### src/rtl/rsff_chk_pkg.sv
// rtl/rsff_chk_pkg.sv - shared types, LFSR constants and vector decode for the RSFF stimulus checker
package rsff_chk_pkg;

  typedef enum logic [1:0] {IDLE, RUN, DRAIN, DONE} state_t;

  localparam logic [15:0] LFSR_TAPS    = 16'hB400;
  localparam logic [15:0] DEFAULT_SEED = 16'hACE1;

  localparam int D_BIT   = 0;
  localparam int RST_LSB = 1;
  localparam int RST_W   = 3;
  localparam int SET_LSB = 4;
  localparam int SET_W   = 3;

  typedef struct packed {
    logic d;
    logic set_n;
    logic reset_n;
  } vec_t;

  localparam vec_t VEC_IDLE = '{d: 1'b0, set_n: 1'b1, reset_n: 1'b1};
  localparam vec_t VEC_INIT = '{d: 1'b0, set_n: 1'b1, reset_n: 1'b0};

  // Controls are asserted when their whole field is zero, so each fires on 1/8 of vectors.
  function automatic vec_t decode_vec(input logic [6:0] s);
    vec_t v;
    v.d       = s[D_BIT];
    v.reset_n = |s[RST_LSB +: RST_W];
    v.set_n   = |s[SET_LSB +: SET_W];
    return v;
  endfunction

  function automatic logic golden_q(input vec_t v);
    if (!v.reset_n) return 1'b0;
    if (!v.set_n)   return 1'b1;
    return v.d;
  endfunction

endpackage

### src/rtl/rsff_lfsr16.sv
// rtl/rsff_lfsr16.sv - 16-bit Fibonacci LFSR (x^16+x^14+x^13+x^11+1) with load and enable
module rsff_lfsr16
  import rsff_chk_pkg::*;
#(
  parameter logic [15:0] RESET_VAL = DEFAULT_SEED
) (
  input  logic        clk,
  input  logic        reset,
  input  logic        en,
  input  logic        load,
  input  logic [15:0] seed,
  output logic [15:0] lfsr_state
);

  always_ff @(posedge clk or posedge reset) begin
    if (reset) begin
      lfsr_state <= RESET_VAL;
    end else if (load) begin
      lfsr_state <= seed;
    end else if (en) begin
      lfsr_state <= {lfsr_state[14:0], ^(lfsr_state & LFSR_TAPS)};
    end
  end

endmodule

### config.mk
export PLATFORM = sky130hd
export DESIGN_NAME = rsff_lfsr16
export DESIGN_NICKNAME = d
export VERILOG_FILES = /design/src/rtl/rsff_chk_pkg.sv /design/src/rtl/rsff_lfsr16.sv
export SDC_FILE = /design/constraint.sdc
export NUM_CORES = 1
export LEC_CHECK = 0
export ABC_CLOCK_PERIOD_IN_PS = 900
export BUFFER_PORTS_ARGS = -buffer_cell sky130_fd_sc_hd__buf_2
export CAP_MARGIN = 0
export CELL_PAD_IN_SITES_DETAIL_PLACEMENT = 0
export CELL_PAD_IN_SITES_GLOBAL_PLACEMENT = 2
export CORE_MARGIN = 2
export CORE_UTILIZATION = 24
export DETAILED_ROUTE_END_ITERATION = 6
export GPL_TIMING_DRIVEN = 0
export MAX_ROUTING_LAYER = met4
export PLACE_DENSITY = 0.77
export SLEW_MARGIN = 40
export SYNTH_ARGS = -nofsm -noshare
export SYNTH_HDL_FRONTEND = slang
export SYNTH_SLANG_ARGS = --single-unit
export TNS_END_PERCENT = 5
### constraint.sdc
create_clock -name clk -period 0.9 [get_ports clk]
set_input_delay 0.045 -clock clk [delete_from_list [all_inputs] [get_ports clk]]
set_output_delay 0.045 -clock clk [all_outputs]
set_load 0.01 [all_outputs]
; ---- Word level (Yosys, flattened, before mapping)
; Cells that the tools add are included.
[word_totals]
register_bits = 16
in_bits = 20
output_inout_bits = 16
elab_cells = 5
[op_classes]
mux = 2
reduce_logical = 2
[ops]
columns = op, count
row1 = $mux 16, 2
row2 = $reduce_xor 16->1, 1
row3 = $reduce_bool 2->1, 1

; ---- Longest topological paths before layout
[depth]
depth_word = 3
depth_mapped = 5
mapped_depth_nobuf = 3

; ---- Worst setup path before layout
; No wires, ideal clock.
[synth_path]
kind = reg2reg
from = reg lfsr_state[13]
to = reg lfsr_state[0]
setup_time_ps = 82
arrival_ps = 931
path_slack_ps = -113
path_stages_with_launch = 4
n_path_buf = 0
period_less_slack_ps = 1013
cell_sequence = dfstp_2 xor2_1 xnor2_1 o21ai_1
[synth_between]
elab_chain_cells = 3
[synth_rtl]
columns = item, line
row1 = from (decl), rsff_lfsr16.sv:12  ; output logic [15:0] lfsr_state
row2 = from (signal assigned), rsff_lfsr16.sv:21  ; lfsr_state <= {lfsr_state[14:0], ^(lfsr_state & LFSR_TAPS)};
row3 = $reduce_xor 16->1, rsff_lfsr16.sv:21
row4 = $mux 16, rsff_lfsr16.sv:20  ; end else if (en) begin
row5 = $mux 16, rsff_lfsr16.sv:18  ; end else if (load) begin
; No other way between the ends. The select of a mux whose other input is x is not followed.
; A chain may end at the register's enable or synchronous reset.

; ---- Worst setup path in the final report
[layout_path]
from = reg lfsr_state[15]
to = reg lfsr_state[0]
; Same word-level chain as after synthesis.

==> results.py <==
metrics = {
    "synth": {
        "synth_area_per_cell_um2": 10.75,
        "synth_cell_types": 16,
        "synthTopCellsByArea": "dfstp_2, dfrtp_1, mux2i_1",
        "ys_warn_count": 0,
        "async_reset_ff_share_pct": 100.0,
        "ys_seq_area_share_pct": 51.57,
        "synth_area_um2": 795.8,
        "synth_ff_type": "dfstp_2",
        "synthCells": 74,
        "syn_nets": 94,
        "synth_common_cells": "mux2i_1, nand2_1, o21ai_1",
        "ys_ff_latch": 16,
        "yosysTopAreaCellShare_pct": 26.42,
        "synth_edf_count": 0,
        "synth_largest_area_cell": "dfstp_2",
    },
    "sta": {
        "fmax_mhz": 975.8,
        "fin_tns_setup_ns": -0.9281,
        "maxSlewViolCount": 0,
        "period_minus_slack_ns": 1.025,
        "rsz0062_at_grt": "true",
        "hold_slack_ns": 0.01252,
        "fin_worst_skew_ns": 0.004265,
        "finalSetupViolCount": 11,
        "setup_ws_ns": -0.1248,
        "period_share_pct": 113.9,
        "finalHoldViolations": 0,
        "worst_slew_pin_slew_ns": 0.4132,
        "slew_headroom_pct": 72.45,
    },
    "pwr": {
        "seq_power_share_pct": 48.3,
        "netSwitchingFraction_pct": 26.91,
        "pwr-share-clk_pct": 25.0,
        "total_power_mw": 1.872,
        "p_leak_nw": 0.6137,
        "power.share.combinational_pct": 26.7,
        "p_switching_mw": 0.5037,
        "ir_worst_vdd_uv": 369.5,
        "internal_power_mw": 1.368,
        "pwr_density_cell_mw_per_mm2": 1456,
    },
    "clocking": {
        "clk_pin_slew_ns": 0.09,
        "tritoncts": "yes",
        "clock_path_buffers": 2,
        "htree_levels": 1,
        "cts.sinks": 16,
        "root_buffer": "clkbuf_4",
        "cts-buffers-inserted": 3,
        "clk_latency_ns": 0.28,
    },
    "routing": {
        "drtPass1Iterations": 4,
        "routed-via-count": 712,
        "ant_nets": 0,
        "drcViolationCount": 0,
        "drt-total-wl_mm": 1.855,
        "wl_per_cell_um": 10.72,
        "first_iter_violations": 19,
        "vias_per_cell": 4.116,
    },
    "run": {
        "maxCapViolCount": 0,
    },
    "finish": {
        "largest_register_ffs": 16,
        "nets": 150,
        "largestRegisters": "lfsr_state: 16 flops",
        "areaGrowthSynthToFinish_pct": 61.48,
        "antenna_cells": 0,
        "top_register": "lfsr_state",
        "drive_above_1_share_pct": 41.09,
        "post-route-util_pct": 41.41,
    },
    "run_status": {
        "run_status": "complete, but fails checks",
        "violations": "negative setup slack",
    },
    "die": {
        "fp.dieH_um": 61.58,
        "placementRows": 20,
        "io_pins": 36,
        "initial_utilization_pct": 25.65,
        "core-area_mm2": 0.003103,
        "dieArea_mm2": 0.003792,
        "die_width_um": 61.58,
    },
    "setup_path": {
        "cp.arrival_ns": 1.24,
        "required_ns": 1.11,
        "cp-end-kind": "flop",
        "critical_path_class": "reg2reg",
        "path_max_fanout": 3,
        "start_kind": "flop",
    },
    "global_routing": {
        "grt_pass1_wl_mm": 3.042,
        "grt_start_max_net_pins": 17,
        "grt_pass1_vias": 694,
        "grt_overflow": 0,
        "gr-usage-all-layers_pct": 11.14,
        "antenna_found_initial": 0,
    },
    "placement": {
        "hpwl_mm": 1.364,
        "place.gp.congestion": 0.6935,
        "place_ws_ns": -0.1192,
        "io_buffers": 34,
    },
    "min_path": {
        "worst_hold_path_type": "in2reg",
    },
}
## worst max-delay path: stages, from the launching register on
cell and delay [ns]:
dfstp_2 0.57, xor2_1 0.19, xnor2_1 0.14, o21ai_1 0.07
## repair_timing
action                                  in CTS  in global routing
endpoints found under the setup margin      10                 21
endpoints found under the hold margin       23                  0
gates resized for setup                      7                  3
pin swaps                                    1                  0
hold buffers                                16                  0
setup buffers                                1                  0
## final cells by class
| cell class | count | area (µm²) |
|---|---|---|
| Inverter | 1 | 7.507 |
| Multi-Input combinational cell | 52 | 336.6 |
| Tap cell | 44 | 55.05 |
| Clock buffer | 4 | 36.28 |
| Sequential cell | 16 | 410.4 |
| Fill cell | 330 | 1818 |
| Buffer | 5 | 45.04 |
| Timing Repair Buffer | 51 | 394.1 |
## per-layer routing
metal  part of all wire (%)  track usage (%)  routed length, µm  up-vias
li1                       -                -                  -      363
met1                     49            14.21                901      326
met2                     46            17.44                852       21
met3                    4.2            1.261                 78        2
met4                    1.2            5.471                 22        0
met5                      0                -                  0        -
## worst paths after layout
check                                    start             end  slack [ns]  depth (start not counted)
min in group asynchronous                reset   lfsr_state[3]        0.28                          3
max in group asynchronous                reset  lfsr_state[13]        0.34                          3
worst max-delay path            lfsr_state[15]   lfsr_state[0]       -0.12                          3
worst min register to register   lfsr_state[6]   lfsr_state[6]        0.58                          2
worst min-delay path                   seed[0]   lfsr_state[0]        0.01                          3
worst max register to register  lfsr_state[15]   lfsr_state[0]       -0.12                          3
## cell usage in the layout (no fill, tap or decap)
cell and count:
mux2i_1 15, nand2b_1 1, dfrtp_1 8, xnor2_1 1, nand2_1 15, dlygate4sd3_1 16
dfstp_2 8, a21oi_1 1, clkinvlp_4 1, clkbuf_4 3, nor3b_2 1, xor2_1 2
clkbuf_8 1, buf_4 1, o21ai_1 10, buf_12 1, buf_6 10, clkbuf_1 1
buf_2 27, o21ai_0 6
## stage by stage
step           cells  area [µm²]
2_1_floorplan     74       795.8
3_3_place_gp     152        1021
3_5_place_dp     152        1021
4_1_cts          173        1269
5_1_grt          173        1285
6_report         173        1285
## power groups by stage
stage / logic [mW] / clock network, mW / registers [mW]
final: 0.500 / 0.468 / 0.904
after global placement: 0.391 / 0 / 0.907
after global routing: 0.556 / 0.516 / 0.917
after floorplan: 0.198 / 0 / 0.938
after detailed placement: 0.395 / 0 / 0.909
after CTS: 0.497 / 0.496 / 0.904
## cells by family after synthesis
logic type / synth area share, %
AOI/OAI and AO/OA: 10.69
buffers and inverters: 6.131
xor gates and xnor gates: 3.302
DFF: 51.57
muxes: 18.87
and+or+nand+nor: 9.434
Power figures use the tool's default switching activity.
